`src/rtl/srl_fifo.sv`:
```
`default_nettype none
// ============================================================================
// Module   : srl_fifo
// Brief    : First-word-fall-through FIFO built on a dynamic-address shift
//            register array with a registered output stage (capacity D+1).
// Revision : 1.0 - initial release
// ============================================================================
module srl_fifo #(
    parameter int    NBITS     = 8,
    parameter string USE_SRL16 = "TRUE",
    localparam int   ADDR_BITS = (USE_SRL16 == "TRUE") ? 4 : 5,
    localparam int   D         = 1 << ADDR_BITS
) (
    input  logic                 clk,
    input  logic                 rst,
    input  logic [NBITS-1:0]     s_tdata,
    input  logic                 s_tvalid,
    output logic                 s_tready,
    output logic [NBITS-1:0]     m_tdata,
    output logic                 m_tvalid,
    input  logic                 m_tready,
    output logic [ADDR_BITS:0]   count
);

    localparam logic [ADDR_BITS:0] c_srl_full = (ADDR_BITS + 1)'(D);
    localparam logic [ADDR_BITS:0] c_one      = (ADDR_BITS + 1)'(1);

    logic [ADDR_BITS:0]   r_srl_cnt;
    logic                 r_ovalid;
    logic [NBITS-1:0]     r_m_tdata;
    logic [NBITS-1:0]     w_srl_q;
    logic [ADDR_BITS-1:0] w_rd_addr;
    logic                 w_push;
    logic                 w_load;

    // Ready depends only on registers and reset, never on the output side.
    assign s_tready  = !rst && (r_srl_cnt != c_srl_full);
    assign w_push    = s_tvalid && s_tready;
    assign w_load    = (r_srl_cnt != '0) && (!r_ovalid || m_tready);
    assign w_rd_addr = ADDR_BITS'(r_srl_cnt - c_one);

    // One shift register per data bit; shared enable and read address.
    for (genvar b = 0; b < NBITS; b++) begin : g_srl
        logic [D-1:0] r_sh;

        always_ff @(posedge clk) begin
            if (w_push) begin
                r_sh <= {r_sh[D-2:0], s_tdata[b]};
            end
        end

        assign w_srl_q[b] = r_sh[w_rd_addr];
    end

    always_ff @(posedge clk) begin
        if (rst) begin
            r_srl_cnt <= '0;
            r_ovalid  <= 1'b0;
            r_m_tdata <= '0;
        end else begin
            if (w_load) begin
                r_m_tdata <= w_srl_q;
                r_ovalid  <= 1'b1;
            end else if (r_ovalid && m_tready) begin
                r_ovalid  <= 1'b0;
            end

            // Simultaneous push and load leaves the count unchanged: the shift
            // moves the next-oldest entry exactly onto the current read address.
            case ({w_push, w_load})
                2'b10:   r_srl_cnt <= r_srl_cnt + c_one;
                2'b01:   r_srl_cnt <= r_srl_cnt - c_one;
                default: r_srl_cnt <= r_srl_cnt;
            endcase
        end
    end

    assign m_tdata  = r_m_tdata;
    assign m_tvalid = r_ovalid;
    assign count    = r_srl_cnt + {{ADDR_BITS{1'b0}}, r_ovalid};

endmodule
`default_nettype wire

```
`config.mk`:
```
export PLATFORM = sky130hd
export DESIGN_NAME = srl_fifo
export DESIGN_NICKNAME = d
export VERILOG_FILES = /design/src/rtl/srl_fifo.sv
export SDC_FILE = /design/constraint.sdc
export NUM_CORES = 1
export LEC_CHECK = 0
export ABC_CLOCK_PERIOD_IN_PS = 5960
export CAP_MARGIN = 0
export CELL_PAD_IN_SITES_DETAIL_PLACEMENT = 0
export CELL_PAD_IN_SITES_GLOBAL_PLACEMENT = 2
export CORE_MARGIN = 1.5
export CORE_UTILIZATION = 46
export CTS_CLUSTER_SIZE = 28
export DETAILED_ROUTE_END_ITERATION = 10
export PLACE_DENSITY_LB_ADDON = 0.05
export SYNTH_ARGS = -nofsm -noshare
export SYNTH_HDL_FRONTEND = slang
export SYNTH_SLANG_ARGS = --single-unit
```
`constraint.sdc`:
```
create_clock -name clk -period 5.96 [get_ports clk]
set_input_delay 1.192 -clock clk [delete_from_list [all_inputs] [get_ports clk]]
set_output_delay 1.192 -clock clk [all_outputs]
set_load 0.1 [all_outputs]
```
==> results of run 1 <==
-- worst min path at each step --
stage,startpoint,to,slack [ns],cells past startpoint
after floorplan,g_srl[0].r_sh[7],g_srl[0].r_sh[8],0.42,0
after global placement,g_srl[6].r_sh[5],g_srl[6].r_sh[6],0.42,0
after detailed placement,g_srl[7].r_sh[4],g_srl[7].r_sh[5],0.43,0
after CTS,g_srl[2].r_sh[4],g_srl[2].r_sh[5],0.44,0
after global routing,g_srl[0].r_sh[1],g_srl[0].r_sh[2],0.45,0
final,g_srl[4].r_sh[13],g_srl[4].r_sh[14],0.43,0
-- layout make-up --
cell class / instances / area, µm² / share of cell area (%)
clock buffer: 19 / 432.9 / 6.429
clock inverter: 13 / 122.6 / 1.821
inverter: 3 / 15.01 / 0.2230
multi-input combinational: 150 / 1519 / 22.56
sequential: 142 / 4124 / 61.24
tap: 168 / 210.2 / 3.122
timing repair buffer: 31 / 310.3 / 4.608
-- layout by cell type, fill, tap and decap left out, types with 2 or more instances in the layout --
cell,instances
xnor2_1,4
xor2_1,4
o311ai_2,6
nand4b_1,2
nand3b_1,8
clkbuf_1,2
o22ai_1,8
clkinv_4,3
nor2_1,13
o311ai_1,2
mux4_1,2
mux2_2,14
or4b_1,2
dfxtp_1,14
bufinv_16,2
clkdlybuf4s50_1,26
ha_1,4
mux2_1,2
nand2_1,10
clkinv_1,6
mux2i_1,33
buf_4,4
a21oi_1,6
clkbuf_16,17
nand3_1,2
edfxtp_1,128
nand2b_1,2
mux4_2,14
-- kinds of logic (layout without fill, tap and decap cells) --
family | count (synthesis) | after routing | synth area share (%)
buffers and inverters | 16 | 66 | 1.811
flip-flops | 142 | 142 | 71.93
XOR/XNOR | 9 | 9 | 1.506
adder cells (fa/ha/maj) | 5 | 5 | 1.091
AND/OR/NAND/NOR | 47 | 47 | 4.714
AO/OA/AOI/OAI | 24 | 24 | 3.623
multiplexers | 65 | 65 | 15.32
-- metrics by stage --
stage | cell area, µm² | std cells | setup slack (ns) | util, % | power [mW]
2_1_floorplan | 5737 | 308 | 0.9223 | - | 2.501
3_3_place_gp | 6178 | 494 | 1.568 | 51.22 | 2.773
3_5_place_dp | 6178 | 494 | 1.557 | 51.22 | 2.768
4_1_cts | 6734 | 526 | 1.556 | 55.83 | 3.780
5_1_grt | 6734 | 526 | 1.481 | 55.83 | 3.924
6_report | 6734 | 526 | 1.556 | 55.83 | 3.732
-- worst reg2reg max path, delay by kind of cell, from the launching register on --
kind	cells	cell delay, ns
buffers and inverters	3	1.49
AND/OR/NAND/NOR	2	0.42
flip-flops	1	0.32
adder cells (fa/ha/maj)	1	0.34
AO/OA/AOI/OAI	1	0.13
-- sequential cells by signal, summed over array words and instances, names as in the netlist --
| name | cells |
|---|---|
| g_srl.r_sh | 128 |
| m_tdata | 8 |
| r_srl_cnt | 5 |
| m_tvalid | 1 |
-- power by group --
part | total, mW | switching, mW | internal [mW]
clock | 0.993 | 0.385 | 0.608
combinational | 1.46 | 0.858 | 0.605
sequential | 1.28 | 0.0709 | 1.21
-- routing by layer --
layer	wire (µm)	global-route usage [%]	share of wire, %	vias up
met5	0	0	0	-
met4	46	7.000	0.47	0
met3	363	5.241	3.7	4
met2	4232	22.44	43	47
met1	5122	26.15	52	1397
li1	-	-	-	1310
==> run metrics, run 1 <==
Hold Fails Final Rpt 0; Remaining Overflow, GRT 0; pwr dens approximately 550 nW/µm²; unrepaired setup endpoints after global routing false; FMAX 0.2270 GHz; layout filler cell count 942; number of global-route vias before repair around 2,800; Core Rows 40; status complete, no violations; TritonCTS sink count 142; starting density of the core 47.53%; initial DRC count just over 300; Worst-path clk slew roughly 0.050 ns; relative slew slack between 30% and 40%; syn avg cell area roughly 19 µm²; Syn Nets 325; H-Tree Depth 4; Crit. Startpoint rst; Critical Path, Cell by Cell clkdlybuf4s50_1, a21oi_1, clkdlybuf4s50_1; routed wire length about 9.8 mm; Mapped Area 5733 µm²; stages on the worst setup path 3; setup bufs post-CTS 0; top post-synthesis cells by area edfxtp_1, mux2i_1, mux4_2; vias per cell 5.243; FF-to-FF End g_srl[6].r_sh[0]; RR Startpoint r_srl_cnt[0]; final setup vio count 0; clk buf depth 2; first-pass GRT wire length approximately 16 mm; hold_buf cts 0; top-count cell post-synth edfxtp_1; Layout area overhead 17.46%; R2R depth 7; Sum Neg Setup Slack 0 ns; area leader, netlist edfxtp_1; ant diodes 0; final slew viol count 0; hold slack 0.4350 ns; Remaining DRCs 0; Die W between 100 and 150 µm; core area around 12,000 µm²; Seq cells post-synth approximately 140; layout cells sized above 1 19.27%; Critical Path RT 4.77 ns; EDFF count, synth roughly 130; final worst path period need about 4.4 ns; Root Buffer clkbuf_16; Ys Warns 0; CP max stage delay ~1.2 ns; crit path launch type input pin; detailed-route via count about 2,800; critical path class input pin to output pin; skew final between 0.02 and 0.03 ns; initial antenna violation count 0; VDD IR max between 200 and 250 µV; drt first pass iters 5; Tot GR Track Use between 10% and 20%; I/O pin count 27; Placer Congestion around 0.7; Hold Crit Class flip-flop to flip-flop; max_cap viols 0; WP data arrival between 3 and 4 ns; pin count of the biggest net entering global routing about 60; Yosys top cell area share 67.04%; Final ANT Viol Nets 0; Leak Pwr approximately 2.3 nW; Port Buffers 26; critical path peak fanout 9; CTS Buf Count 17; period utilization between 70% and 80%; Synth Instances between 300 and 400; Routed WL per cell around 19 µm; Post-synth top cells edfxtp_1, mux2i_1, dfxtp_1, mux2_2, mux4_2; die footprint approximately 13,000 µm²; actual slew at the worst max-slew pin about 0.98 ns; Crit-path slowest cell clkdlybuf4s50_1; sequential element share of the synthesized area between 70% and 80%; kind of cell adding the most delay to the critical path buffers and inverters; Post-CTS Resized 0; WP buf/inv 2; CTS tree built; Critical Path Sink s_tready; DP Wirelength 5.951 mm; top_reg_cell synth edfxtp_1; most frequent CP cell clkdlybuf4s50_1; die span in y about 110 µm; CP endpoint kind output pin; latest clock arrival within the worst-skew pair 0.42 ns; asr flop ratio synth 0%; R2R setup slack between 2 and 3 ns; synth unique cells 39; Total Nets Final around 360
(Power assumes the default switching activity.)
==> run 2: changes to the inputs <==
--- a/config.mk
+++ b/config.mk
@@ -5,12 +5,12 @@
 export SDC_FILE = /design/constraint.sdc
 export NUM_CORES = 1
 export LEC_CHECK = 0
-export ABC_CLOCK_PERIOD_IN_PS = 5960
+export ABC_CLOCK_PERIOD_IN_PS = 3730
 export CAP_MARGIN = 0
 export CELL_PAD_IN_SITES_DETAIL_PLACEMENT = 0
 export CELL_PAD_IN_SITES_GLOBAL_PLACEMENT = 2
 export CORE_MARGIN = 1.5
-export CORE_UTILIZATION = 46
+export CORE_UTILIZATION = 41
 export CTS_CLUSTER_SIZE = 28
 export DETAILED_ROUTE_END_ITERATION = 10
 export PLACE_DENSITY_LB_ADDON = 0.05
==> constraint.sdc (replaced) <==
create_clock -name clk -period 3.73 [get_ports clk]
set_input_delay 0.746 -clock clk [delete_from_list [all_inputs] [get_ports clk]]
set_output_delay 0.746 -clock clk [all_outputs]
set_load 0.1 [all_outputs]
==> run 2 against run 1 <==
- flip-flop and latch count unchanged
- clock-buffer cell count increased by 5
- non-clock buffer count grew 2
- critical path depth increased by 3
- register-to-register slack worse by 1.8 ns
- worst setup slack worse by 0.62 ns
- critical endpoint is now count[4]
- largest cell class unchanged
==> run metrics, run 2 (same netlist as run 1, synthesis figures left out) <==
status complete, no violations; max_cap viols 0 (unchanged); Root Buffer clkbuf_16; crit path launch type flip-flop; max FFs per register 128 (unchanged); WP buf/inv 2 (unchanged); period utilization 74.88%; detailed-route via count 2,775 (+0.62%); Top reg by flops g_srl.r_sh; placed cells 508 (+2.8%); kind of cell adding the most delay to the critical path buffers and inverters; DP Wirelength 5.752 mm (-3.3%); pwr dens 891.1 nW/µm² (+61%); CP endpoint kind output pin; unrepaired setup endpoints after global routing false; CTS Buf Count 17 (unchanged); actual slew at the worst max-slew pin 0.9703 ns (-0.008996 ns); commonest non-fill, non-tap cells in the layout edfxtp_1, mux2i_1, clkdlybuf4s50_1, clkbuf_16; FMAX around 0.36 GHz; drt first pass iters 4 (-1); initial antenna violation count 0 (unchanged); Port Buffers 26 (unchanged); Remaining Overflow, GRT 0 (unchanged); I/O pin count 27 (unchanged); commonest non-fill, non-tap cell in the layout edfxtp_1; hold_buf cts 0 (unchanged); starting density of the core 41.62% (-5.9 points); Routed WL per cell 18.73 µm (+0.88%); relative slew slack 35.11% (+0.60 points); Core Rows 43 (+7.5%); skew final 0.01987 ns (-0.005395 ns); Sum Neg Setup Slack 0 ns (unchanged); Crit-path slowest cell dfxtp_1; clk buf depth 2 (unchanged); first-pass GRT wire length 16.08 mm (-0.51%); setup bufs post-CTS 0 (unchanged); vias per cell 5.139 (-2.0%); Worst-path clk slew 0.06 ns (about the same); Critical Path RT 2.98 ns (-1.79 ns); Layout area overhead 18.53%; latest clock arrival within the worst-skew pair 0.42 ns (about the same); Hold Crit Class flip-flop to flip-flop; Tot GR Track Use 15.19% (-1.9 points); Non-Filler Instances 540 (+2.7%); routed wire length 10.11 mm (+3.6%); die span in y 121.3 µm (+5.8%); CTS tree built; WP data arrival 2.05 ns (-1.16 ns); TritonCTS sink count 142 (unchanged); critical path peak fanout 16 (+7); pin count of the biggest net entering global routing 129 (+120%); Die W 121.3 µm (+5.8%); final worst path period need roughly 2.8 ns; Power Total 6.055 mW (+62%); Hold Fails Final Rpt 0 (unchanged); die footprint 14,700 µm² (+12%); H-Tree Depth 4 (unchanged); layout filler cell count 1,202 (+28%); number of global-route vias before repair 2,773 (-1.6%); Placer Congestion 0.6780 (-3.5%); core area 13,770 µm² (+14%); final setup vio count 0 (unchanged); Final ANT Viol Nets 0 (unchanged); CP max stage delay 0.37 ns (-0.80 ns); Critical Path, Cell by Cell buf_4, ha_1, ha_1, nand3_1, xnor2_2, buf_4; Post-CTS Resized 0 (unchanged); initial DRC count 254 (-17%); critical path class flip-flop to output pin; ant diodes 0 (unchanged); layout cells sized above 1 22.78% (+3.5 points); Total Nets Final 364 (+0.55%); Remaining DRCs 0 (unchanged); VDD IR max 433.8 µV (+76%); final slew viol count 0 (unchanged); Leak Pwr 2.299 nW (+1.9%)
-- run 2: worst register-to-register path, cell delays in order, from the launching register on --
cell	delay, ns
dfxtp_1	0.47
inv_1	0.10
ha_2	0.71
buf_12	0.30
mux2i_1	0.13
mux4_2	0.47
nand3b_1	0.21
o311ai_2	0.10
-- run 2: worst paths after layout --
kind                                        from               end  slack (ns)  cells after the start
worst min register to register  g_srl[1].r_sh[4]  g_srl[1].r_sh[5]        0.44                      0
worst max-delay path                r_srl_cnt[0]          count[4]        0.94                      6
worst min-delay path            g_srl[1].r_sh[4]  g_srl[1].r_sh[5]        0.44                      0
worst max register to register      r_srl_cnt[1]        m_tdata[1]        1.17                      7
-- run 2: power by group --
part / switching [mW] / internal (mW)
logic: 1.39 / 1.01
registers: 0.123 / 1.93
clock network: 0.606 / 0.995
-- run 2: metal layers --
metal	track usage [%]	vias up	wire [µm]
li1	-	1312	-
met1	23.16	1411	5246
met2	19.74	44	4447
met3	3.994	8	303
met4	7.721	0	116
met5	0	-	0
-- run 2: cell type report --
| class | instances | area [µm²] | share of cell area, % |
|---|---|---|---|
| well taps | 180 | 225.2 | 3.314 |
| multi-input cells | 150 | 1551 | 22.83 |
| clock buffers | 24 | 461.7 | 6.794 |
| repair buffers | 33 | 322.8 | 4.751 |
| inverters | 3 | 17.52 | 0.2578 |
| flip-flops and latches | 142 | 4124 | 60.69 |
| clock inverters | 8 | 92.59 | 1.363 |
-- run 2: through the flow --
stage | area [µm²] | setup slack [ns] | hold slack [ns] | util, %
final | 6795 | 0.9370 | 0.4432 | 49.34
after global routing | 6795 | 0.7886 | 0.4527 | 49.34
after CTS | 6795 | 0.8854 | 0.4396 | 49.34
after detailed placement | 6241 | 0.8211 | 0.4268 | 45.31
after global placement | 6241 | 0.8623 | 0.4242 | 45.31
after floorplan | 5772 | 0.009353 | 0.4172 | -
==> run 3: changes to the inputs <==
--- a/config.mk
+++ b/config.mk
@@ -5,7 +5,7 @@
 export SDC_FILE = /design/constraint.sdc
 export NUM_CORES = 1
 export LEC_CHECK = 0
-export ABC_CLOCK_PERIOD_IN_PS = 3730
+export ABC_CLOCK_PERIOD_IN_PS = 2440
 export CAP_MARGIN = 0
 export CELL_PAD_IN_SITES_DETAIL_PLACEMENT = 0
 export CELL_PAD_IN_SITES_GLOBAL_PLACEMENT = 2
==> constraint.sdc (replaced) <==
create_clock -name clk -period 2.44 [get_ports clk]
set_input_delay 0.488 -clock clk [delete_from_list [all_inputs] [get_ports clk]]
set_output_delay 0.488 -clock clk [all_outputs]
set_load 0.1 [all_outputs]
==> run 3 against run 2 <==
- clock-buffer cell count fell by 5
- wire length rose by 3.1%
- critical path depth did not move
- first-iteration DRC count fell by 33%
- largest power group unchanged
==> run metrics, run 3 (same netlist as run 1, synthesis figures left out) <==
status complete, no violations; Root Buffer clkbuf_16; CP endpoint kind output pin; CTS tree built; final worst path period need roughly 2.3 ns; Routed WL per cell 18.89 µm (+0.87%); commonest non-fill, non-tap cells in the layout edfxtp_1, mux2i_1, buf_4, clkbuf_16; Hold Crit Class flip-flop to flip-flop; core area 13,770 µm² (unchanged); starting density of the core 41.62% (unchanged); worst hold endpoint g_srl[0].r_sh[11]; vias per cell 5.176 (+0.72%); Placer Congestion 0.6955 (+2.6%); Final ANT Viol Nets 0 (unchanged); first-pass GRT wire length 16.30 mm (+1.4%); critical path peak fanout 7 (-9); DP Wirelength 6.253 mm (+8.7%); final setup vio count 0 (unchanged); Critical Path RT 1.95 ns (-1.03 ns); detailed-route via count 2,857 (+3.0%); Remaining DRCs 0 (unchanged); RR Startpoint r_srl_cnt[0]; multi-input combinational cell area 1585 µm² (+2.2%); Core Rows 43 (unchanged); Top reg by flops g_srl.r_sh; I/O pin count 27 (unchanged); Die W 121.3 µm (unchanged); Register Area 4129 µm² (+0.12%); FMAX roughly 0.43 GHz; drt first pass iters 4 (unchanged); Layout area overhead 22.87%; die span in y 121.3 µm (unchanged); FF-to-FF End r_srl_cnt[4]; TritonCTS sink count 142 (unchanged); pwr dens 1371 nW/µm² (+54%); critical path class flip-flop to output pin; layout cells sized above 1 30.38% (+7.6 points); unrepaired setup endpoints after global routing false; skew final 0.01051 ns (-0.009364 ns); commonest non-fill, non-tap cell in the layout edfxtp_1; final slew viol count 0 (unchanged); placed cells 518 (+2.0%); Hold Fails Final Rpt 0 (unchanged); max FFs per register 128 (unchanged); VDD IR max 604.2 µV (+39%); Power Total 9.659 mW (+60%); initial antenna violation count 0 (unchanged); latest clock arrival within the worst-skew pair 0.42 ns (about the same); Total Nets Final 378 (+3.8%); layout filler cell count 1,177 (-2.1%); Final Util 51.14% (+1.8 points); relative slew slack 69.80% (+35 points); die footprint 14,700 µm² (unchanged); R2R setup slack 0.18 ns (-0.99 ns); crit path launch type flip-flop; Leak Pwr 2.420 nW (+5.3%); clk buf depth 2 (unchanged); pin count of the biggest net entering global routing 65 (-50%); initial DRC count 171 (-33%); number of global-route vias before repair 2,854 (+2.9%); Tot GR Track Use 15.55% (+0.36 points); Non-Filler Instances 552 (+2.2%); max_cap viols 0 (unchanged); WP data arrival 1.84 ns (-0.21 ns); routed wire length 10.43 mm (+3.1%); ant diodes 0 (unchanged); H-Tree Depth 4 (unchanged); Remaining Overflow, GRT 0 (unchanged); R2R depth 10 (+3); Port Buffers 26 (unchanged); period utilization approximately 95%; actual slew at the worst max-slew pin 0.4530 ns (-0.5173 ns); Min-Delay Startpoint g_srl[0].r_sh[10]; Hold Path Stages 0 (unchanged); CTS Buf Count 17 (unchanged); Worst-path clk slew 0.06 ns (about the same)
[run 3: critical path: stages, from the launching register on]
cell and delay (ns):
dfxtp_4 0.39, buf_12 0.12, ha_2 0.17, ha_2 0.18, nand3_1 0.12, xnor2_2 0.23
buf_12 0.20
[run 3: cell type report]
class,count,area share [%]
flip-flops and latches,142,58.61
multi-input cells,150,22.50
repair buffers,47,7.531
clock buffers,19,6.146
well taps,180,3.197
clock inverters,11,1.687
inverters,3,0.3197
[run 3: worst max path at each step]
| stage | startpoint | to | slack (ns) | depth (start not counted) |
|---|---|---|---|---|
| after floorplan | r_srl_cnt[0] | g_srl[0].r_sh[0] | -1.07 | 6 |
| after global placement | m_tready | r_srl_cnt[3] | 0.19 | 8 |
| after detailed placement | m_tready | r_srl_cnt[3] | 0.16 | 8 |
| after CTS | r_srl_cnt[0] | count[4] | 0.02 | 6 |
| after global routing | r_srl_cnt[0] | count[4] | 0.02 | 6 |
| final | r_srl_cnt[0] | count[4] | 0.11 | 6 |
[run 3: power breakdown]
part	switching, mW	total (mW)	internal, mW
Clock	0.970	2.46	1.49
Combinational	2.27	4.12	1.85
Sequential	0.137	3.09	2.95
[run 3: repair_timing]
| item | in CTS | in global routing |
|---|---|---|
| pin swaps | 0 | 1 |
| resized for setup | 2 | 3 |
| buffers inserted | 0 | 4 |
| endpoints found under the hold margin | 0 | 0 |
| setup endpoints to repair | 2 | 2 |
| hold buffers | 0 | 0 |
[run 3: layer usage]
layer / global-route usage (%) / share of wire (%) / vias up
li1: - / - / 1340
met1: 22.08 / 50 / 1469
met2: 21.91 / 45 / 37
met3: 4.981 / 3.2 / 11
met4: 6.838 / 1.6 / 0
met5: 0 / 0 / -
[run 3: per-stage QoR]
| step | setup slack [ns] | area (µm²) | hold slack, ns | TNS (ns) |
|---|---|---|---|---|
| 2_1_floorplan | -1.075 | 5813 | 0.4172 | -138.59 |
| 3_3_place_gp | 0.1899 | 6445 | 0.4214 | 0 |
| 3_5_place_dp | 0.1567 | 6445 | 0.4297 | 0 |
| 4_1_cts | 0.02298 | 7004 | 0.4422 | 0 |
| 5_1_grt | 0.01924 | 7044 | 0.4492 | 0 |
| 6_report | 0.1143 | 7044 | 0.4395 | 0 |
